$ cat src/rtl/bfp_pkg.sv
// rtl/bfp_pkg.sv - shared types and helpers for the BFP decompressor
package bfp_pkg;

  localparam int BFP_PRB_SAMPLES = 24;

  typedef logic [3:0] bfp_exp_t;
  typedef logic [3:0] bfp_width_t;

  function automatic logic [15:0] sat16(input logic signed [47:0] x);
    if (x > 48'sd32767) return 16'h7fff;
    else if (x < -48'sd32768) return 16'h8000;
    return x[15:0];
  endfunction

  // Keeps the top w bits of an MSB-aligned sample; width 0 means the full 16 bits.
  function automatic logic [15:0] width_mask(input bfp_width_t w);
    if (w == '0) return 16'hffff;
    return ~(16'hffff >> w);
  endfunction

endpackage

$ cat src/rtl/bfp_lane_scale.sv
// rtl/bfp_lane_scale.sv - one lane of extract, shift and saturate (3 registered stages)
module bfp_lane_scale
  import bfp_pkg::*;
(
  input  logic        clk,
  input  logic        en,
  input  logic [15:0] sample,
  input  bfp_width_t  width,
  input  bfp_exp_t    exp,
  input  logic [3:0]  fs,
  output logic [15:0] result,
  output logic        sat
);

  logic [15:0]        masked;
  logic [4:0]         shr;
  logic [4:0]         shl;
  logic signed [15:0] v_q;
  logic [4:0]         sh_q;
  logic signed [47:0] p_q;

  // Width 0 is raw 16-bit data: no extraction shift and no scaling.
  always_comb begin
    masked = sample & width_mask(width);
    shr    = (width == '0) ? 5'd0 : 5'd16 - {1'b0, width};
    shl    = (width == '0) ? 5'd0 : {1'b0, exp} + {1'b0, fs};
  end

  always_ff @(posedge clk) begin
    if (en) begin
      v_q    <= $signed(masked) >>> shr;
      sh_q   <= shl;
      p_q    <= {{32{v_q[15]}}, v_q} <<< sh_q;
      result <= sat16(p_q);
      sat    <= (p_q > 48'sd32767) || (p_q < -48'sd32768);
    end
  end

endmodule

$ cat src/rtl/bfp_decomp_exp_axis.sv
// rtl/bfp_decomp_exp_axis.sv - BFP exponent decompressor for U-plane IQ on AXI-Stream
module bfp_decomp_exp_axis
  import bfp_pkg::*;
#(
  parameter int LANES     = 4,
  parameter bit BYTE_SWAP = 1'b1
) (
  input  logic                 clk,
  input  logic                 rst,
  input  logic [LANES*16-1:0]  s_axis_tdata,
  input  logic [3:0]           s_axis_texp,
  input  logic                 s_axis_tvalid,
  output logic                 s_axis_tready,
  input  logic                 s_axis_tlast,
  output logic [LANES*16-1:0]  m_axis_tdata,
  output logic [LANES*2-1:0]   m_axis_tkeep,
  output logic                 m_axis_tvalid,
  input  logic                 m_axis_tready,
  output logic                 m_axis_tlast,
  input  logic [3:0]           ud_iq_width,
  input  logic [3:0]           ctrl_fs_offset,
  output logic                 prb_err,
  output logic                 sat_pulse
);

  localparam int BEATS = BFP_PRB_SAMPLES / LANES;
  localparam int CW    = (BEATS > 1) ? $clog2(BEATS) : 1;
  localparam logic [CW-1:0] LAST_BEAT = CW'(BEATS - 1);

  if (LANES < 1 || (BFP_PRB_SAMPLES % LANES) != 0) begin : g_bad_lanes
    $fatal(1, "bfp_decomp_exp_axis: LANES must divide 24");
  end

  logic             en;
  logic             hs;
  logic             prb_start;
  logic [CW-1:0]    beat_cnt;
  bfp_exp_t         prb_exp;
  bfp_exp_t         cur_exp;
  bfp_width_t       prb_width;
  bfp_width_t       cur_width;
  logic [3:0]       prb_fs;
  logic [3:0]       cur_fs;
  logic [2:0]       vld;
  logic [2:0]       lst;
  logic [LANES-1:0] lane_sat;
  logic [15:0]      lane_res [LANES];

  assign en            = !m_axis_tvalid || m_axis_tready;
  assign s_axis_tready = en;
  assign hs            = s_axis_tvalid && en;
  assign prb_start     = (beat_cnt == '0);

  // The first beat of a PRB uses the live config; later beats use what it latched.
  assign cur_exp   = prb_start ? s_axis_texp    : prb_exp;
  assign cur_width = prb_start ? ud_iq_width    : prb_width;
  assign cur_fs    = prb_start ? ctrl_fs_offset : prb_fs;

  always_ff @(posedge clk) begin
    if (rst) begin
      beat_cnt  <= '0;
      prb_exp   <= '0;
      prb_width <= '0;
      prb_fs    <= '0;
      vld       <= '0;
      lst       <= '0;
      prb_err   <= 1'b0;
    end else begin
      prb_err <= 1'b0;
      if (hs) begin
        if (prb_start) begin
          prb_exp   <= s_axis_texp;
          prb_width <= ud_iq_width;
          prb_fs    <= ctrl_fs_offset;
        end
        if (s_axis_tlast || beat_cnt == LAST_BEAT) beat_cnt <= '0;
        else beat_cnt <= beat_cnt + 1'b1;
        prb_err <= s_axis_tlast && (beat_cnt != LAST_BEAT);
      end
      if (en) begin
        vld <= {vld[1:0], s_axis_tvalid};
        lst <= {lst[1:0], s_axis_tvalid && s_axis_tlast};
      end
    end
  end

  assign m_axis_tvalid = vld[2];
  assign m_axis_tlast  = lst[2];
  assign m_axis_tkeep  = '1;
  assign sat_pulse     = vld[2] && m_axis_tready && (|lane_sat);

  for (genvar k = 0; k < LANES; k++) begin : g_lane
    bfp_lane_scale u_lane (
      .clk    (clk),
      .en     (en),
      .sample (s_axis_tdata[16*k +: 16]),
      .width  (cur_width),
      .exp    (cur_exp),
      .fs     (cur_fs),
      .result (lane_res[k]),
      .sat    (lane_sat[k])
    );
    if (BYTE_SWAP) begin : g_swap
      assign m_axis_tdata[16*k +: 16] = {lane_res[k][7:0], lane_res[k][15:8]};
    end else begin : g_native
      assign m_axis_tdata[16*k +: 16] = lane_res[k];
    end
  end

endmodule

$ cat config.mk
export PLATFORM = sky130hd
export DESIGN_NAME = bfp_decomp_exp_axis
export DESIGN_NICKNAME = d
export VERILOG_FILES = /design/src/rtl/bfp_pkg.sv /design/src/rtl/bfp_lane_scale.sv /design/src/rtl/bfp_decomp_exp_axis.sv
export SDC_FILE = /design/constraint.sdc
export NUM_CORES = 1
export LEC_CHECK = 0
export BUFFER_PORTS_ARGS = -buffer_cell sky130_fd_sc_hd__buf_2
export CAP_MARGIN = 0
export CORE_UTILIZATION = 55
export DETAILED_ROUTE_END_ITERATION = 10
export PLACE_DENSITY = 0.77
export SLEW_MARGIN = 10
export SYNTH_ARGS = -nofsm -noshare
export SYNTH_HDL_FRONTEND = slang
export SYNTH_SLANG_ARGS = --single-unit
$ cat constraint.sdc
create_clock -name clk -period 9 [get_ports clk]
set_clock_uncertainty 0.1 [all_clocks]
set_input_delay 0.45 -clock clk [delete_from_list [all_inputs] [get_ports clk]]
set_output_delay 0.45 -clock clk [all_outputs]
set_load 0.01 [all_outputs]
==> metrics.md <==
| Metric | Value |
|---|---|
| Sequential area share after synthesis | `0.522` |
| Number of unique standard cell types used by synthesis | `79` |
| Dominant delay contributor by cell family on the critical path | `buffers and inverters` |
| Startpoint kind of the worst setup timing path | `flop` |
| Number of buffers inserted by port buffering | `149` |
| Number of DRC markers in iteration 0 | `2037` |
| All-Layer GR Usage | `0.290` |
| Placed cell areas | `20400 sq um` |
| Slew at the pin closest to its max-slew limit | `1.19 ns` |
| Total CTS buffers | `37` |
| Reg-to-reg slack, setup | `3.77 ns` |
| Global-route congestion overflow total | `0` |
| Combinational power share | `0.350` |
| Endpoint required time on the critical path | `9.17 ns` |
| Cell Chain, Critical Path | `inv_1 -> ha_1 -> nand2b_1 -> a21o_1 -> buf_4 -> inv_2 -> ha_1 -> inv_2 -> ha_1 -> o21ai_4 -> buf_4 -> nand2_4 -> a221oi_1 -> a211o_1 -> a21oi_1` |
| Clock root buffer | `sky130_fd_sc_hd__clkbuf_16` |
| Peak fanout along the critical path | `55` |
| Hold Startpoint | `s_axis_tlast` |
| Via count | `15700` |
| Clock transition time at the flip-flop clock pins of the worst setup and hold paths | `0.06 ns` |
| Post-Syn Area | `19500 sq um` |
| Most instantiated flip-flop cell in the synthesis netlist | `sky130_fd_sc_hd__edfxtp_1` |
| Setup WS pre-CTS | `3.88 ns` |
| Site row count | `68` |
| Final routed DRC violation total | `0` |
| Largest net degree at the start of global routing | `127` |
| Leading post-synthesis cells by instance count | `325 x sky130_fd_sc_hd__edfxtp_1, 290 x sky130_fd_sc_hd__nand2_1, 199 x sky130_fd_sc_hd__nor2_1` |
| Average cell area after synthesis | `10.5 sq um` |
| Drt via density | `6.44` |
| Endpoints failing hold | `0` |
| Synth Area in XOR/XNOR | `0.000448` |
| Number of endpoints failing setup at the final stage | `0` |
| Crit path from | `beat_cnt[0]` |
| Pleak | `0.00856 uW` |
| Antenna cell count | `0` |
| Max Transition Viols Final | `0` |
| Total net switching power | `2280 uW` |
| Number of sinks driven by the clock tree | `347` |
| Postcts setup bufs | `0` |
| Number of instances in the synthesized netlist | `1867` |
| Number of synthesized register bits | `347` |
| Design Area, Final | `21600 sq um` |
| Post-synthesis compound-gate area fraction | `0.162` |
| Setup ws final | `3.77 ns` |
| Die Ht | `190 microns` |
| Clock latency of the later-clocked register in the worst-skew pair | `0.55 ns` |
| Portion of synthesized cell area occupied by the leading cell type | `0.500` |
| Die Footprint | `36300 sq um` |
| Num ports | `158` |
| Switching portion of total power | `0.364` |
| Worst hold path cell count | `3` |
| Adder-cell share of the synthesized area | `0.00807` |
| Maximum ir drop on the vdd rail | `0.000151 V` |
| Number of antenna violations at the first check in global routing | `0` |
| Core Region | `34700 sq um` |
| Cell depth of the worst flop-to-flop path | `15` |
| Category of the worst setup path capture point | `flop` |
| Final GP Congestion | `0.964` |
| Delay of the slowest cell on the worst path | `0.57 ns` |
| Synth-to-Final Area Change | `10.4%` |
| Fraction of the mapped netlist area in simple logic gates | `0.155` |
| Routed len/inst | `21.8 microns` |
| Crit Reg-Reg Startpoint | `beat_cnt[0]` |
| Estimated wirelength of the detail-placed design | `38700 microns` |
| Top achievable clock speed | `191 MHz` |
| Cts hold-fix bufs | `0` |
| Share of final-layout standard cells stronger than drive strength 1 | `0.159` |
| Worst rel slew slack | `0.205` |
| Type of the setup path with the least slack | `reg2reg` |
| CP Data Arrival Time | `5.40 ns` |
| Number of buffers and inverters on the critical path | `5` |
| Global-route wire length before repair | `81400 microns` |
| Number of buffers between clock root and the deepest sink | `3` |
| Hold/Removal Path Class | `in2reg` |
| Via count of the first global-routing pass | `14300` |
| TNS Setup | `0 ns` |
| Cell accounting for the most synthesized area | `sky130_fd_sc_hd__edfxtp_1` |
| Destination of the worst register-to-register timing path | `g_lane[1].u_lane.v_q[1]` |
| PwrDens | `290 nW/um^2` |
| Synthesis Warnings | `0` |
| Post_cts resized | `0` |
| Outcome | `completed` |
| Most common cell in the netlist | `sky130_fd_sc_hd__edfxtp_1` |
| Relative contribution of sequential cells to total power | `0.422` |
| Count of max-cap constraint violations | `0` |
| Mux contribution to synthesized area | `0.116` |
| Clock network power share | `0.229` |
| Unrepaired setup endpoints after global routing | `no` |
| Layout Nets | `2040` |
| CTS tree | `built` |
| Number of enable-type register cells in the synthesized netlist | `325` |
| Internal power summed over all cells | `3980 uW` |
| Overall die width | `190 microns` |
| Main combinational cell family by area after synthesis | `compound AO/OA/AOI/OAI gates` |
| 1st-pass router iterations | `6` |
| Cell mode on critical path | `sky130_fd_sc_hd__ha_1` |
| Layout fillers | `2801` |
| Slowest cell on the critical path | `sky130_fd_sc_hd__buf_4` |
| Initial core utilization | `0.563` |
| Final wirelength | `53000 microns` |
| Synth area leaders | `sky130_fd_sc_hd__edfxtp_1 50%, sky130_fd_sc_hd__mux2i_1 6.6%, sky130_fd_sc_hd__nand2_1 5.6%` |
| Residual antenna-violating net count after detailed routing | `0` |
| Terminating pin of the worst hold path | `prb_err` |
| H-Tree Depth | `2` |
| Minimum clock period after layout | `5.23 ns` |
| Share of flip-flops with an asynchronous set or reset | `0` |
| Fraction of the cycle the final worst path needs | `0.581` |
-- cell families after synthesis --
kind of cell	after synthesis
adder cells (fa/ha/maj)	12
other	1
buffers and inverters	161
flip-flops	347
XOR/XNOR	1
AND/OR/NAND/NOR	682
multiplexers	195
AO/OA/AOI/OAI	468
-- worst register-to-register path, delay by kind of cell (launching register included) --
kind | cells | cell delay, ns
AND/OR/NAND/NOR | 2 | 0.62
flip-flops | 1 | 0.34
buffers and inverters | 5 | 1.66
AO/OA/AOI/OAI | 5 | 1.09
adder cells (fa/ha/maj) | 3 | 1.15
-- flip-flops by register name (all words and copies together), names as in the netlist --
| name | cells |
|---|---|
| g_lane.u_lane.sh_q | 5 |
| vld | 3 |
| g_lane.u_lane.p_q | 188 |
| g_lane.u_lane.sat | 4 |
| lst | 3 |
| prb_err | 1 |
| g_lane.u_lane.v_q | 64 |
| g_lane.u_lane.result | 64 |
| prb_exp | 4 |
| beat_cnt | 3 |
| prb_width | 4 |
| prb_fs | 4 |
-- metal layers --
metal,vias to the layer above,wire (microns),track usage
met1,7381,22200,0.406
li1,7239,-,-
met5,-,0,0
met3,131,4530,0.0444
met4,0,1850,0.107
met2,899,24400,0.459
-- cell type report --
type	count	area, sq um	area share
clock buffer	48	967	0.0449
multi-input combinational	1366	8650	0.401
sequential	347	10200	0.473
timing repair buffer	171	911	0.0423
inverter	24	97.6	0.00453
clock inverter	20	165	0.00766
tap	455	569	0.0264
-- power groups by stage --
| stage | clock, uW | combinational (uW) | sequential (uW) |
|---|---|---|---|
| final | 1430 | 2190 | 2640 |
| after global routing | 1510 | 2350 | 2690 |
| after CTS | 1440 | 2140 | 2640 |
| after detailed placement | 0 | 2120 | 2660 |
| after global placement | 0 | 2100 | 2630 |
| after floorplan | 0 | 1530 | 2610 |
-- metrics by stage --
stage          instances  power, uW  hold WS (ns)  utilization
4_1_cts             2431       6210        0.0816        0.621
5_1_grt             2431       6550        0.0834        0.621
3_5_place_dp        2363       4780         0.345        0.588
6_report            2431       6260        0.0895        0.621
2_1_floorplan       1874       4140         0.332            -
3_3_place_gp        2363       4730         0.337        0.588
-- layout by cell type (no fill, tap or decap), types with 6 or more instances in the layout --
master                      count
sky130_fd_sc_hd__a211o_1       11
sky130_fd_sc_hd__a211oi_1      35
sky130_fd_sc_hd__a21o_1        27
sky130_fd_sc_hd__a21oi_1      110
sky130_fd_sc_hd__a221o_1        6
sky130_fd_sc_hd__a221oi_1      14
sky130_fd_sc_hd__a22o_1         8
sky130_fd_sc_hd__a31oi_1       13
sky130_fd_sc_hd__a32o_1        25
sky130_fd_sc_hd__and2_1        11
sky130_fd_sc_hd__and3_1        10
sky130_fd_sc_hd__buf_2        149
sky130_fd_sc_hd__buf_4         22
sky130_fd_sc_hd__clkbuf_1      11
sky130_fd_sc_hd__clkbuf_16     37
sky130_fd_sc_hd__clkinv_1       8
sky130_fd_sc_hd__conb_1         8
sky130_fd_sc_hd__dfxtp_1       22
sky130_fd_sc_hd__edfxtp_1     325
sky130_fd_sc_hd__ha_1          11
sky130_fd_sc_hd__inv_1         19
sky130_fd_sc_hd__mux2_2        47
sky130_fd_sc_hd__mux2i_1      128
sky130_fd_sc_hd__mux4_2        19
sky130_fd_sc_hd__nand2_1      290
sky130_fd_sc_hd__nand3_1       21
sky130_fd_sc_hd__nand4_1       37
sky130_fd_sc_hd__nor2_1       199
sky130_fd_sc_hd__nor2b_1       24
sky130_fd_sc_hd__nor3_1        27
sky130_fd_sc_hd__nor4_1        29
sky130_fd_sc_hd__o21ai_0       96
sky130_fd_sc_hd__o221ai_1       6
sky130_fd_sc_hd__o22a_1         7
sky130_fd_sc_hd__o22ai_1       45
sky130_fd_sc_hd__o2bb2ai_1      9
sky130_fd_sc_hd__or3_1          8
sky130_fd_sc_hd__or4_1          8
-- worst max-delay path by stage --
| stage | to | depth (start not counted) | slack [ns] |
|---|---|---|---|
| final | g_lane[1].u_lane.v_q[1] | 15 | 3.77 |
| after global routing | g_lane[1].u_lane.v_q[1] | 15 | 3.42 |
| after CTS | g_lane[2].u_lane.v_q[2] | 15 | 3.85 |
| after detailed placement | g_lane[2].u_lane.v_q[2] | 15 | 3.88 |
| after global placement | g_lane[2].u_lane.v_q[2] | 15 | 3.96 |
| after floorplan | prb_exp[0] | 7 | 0.54 |
No activity file was read; power rests on OpenSTA's default activity.
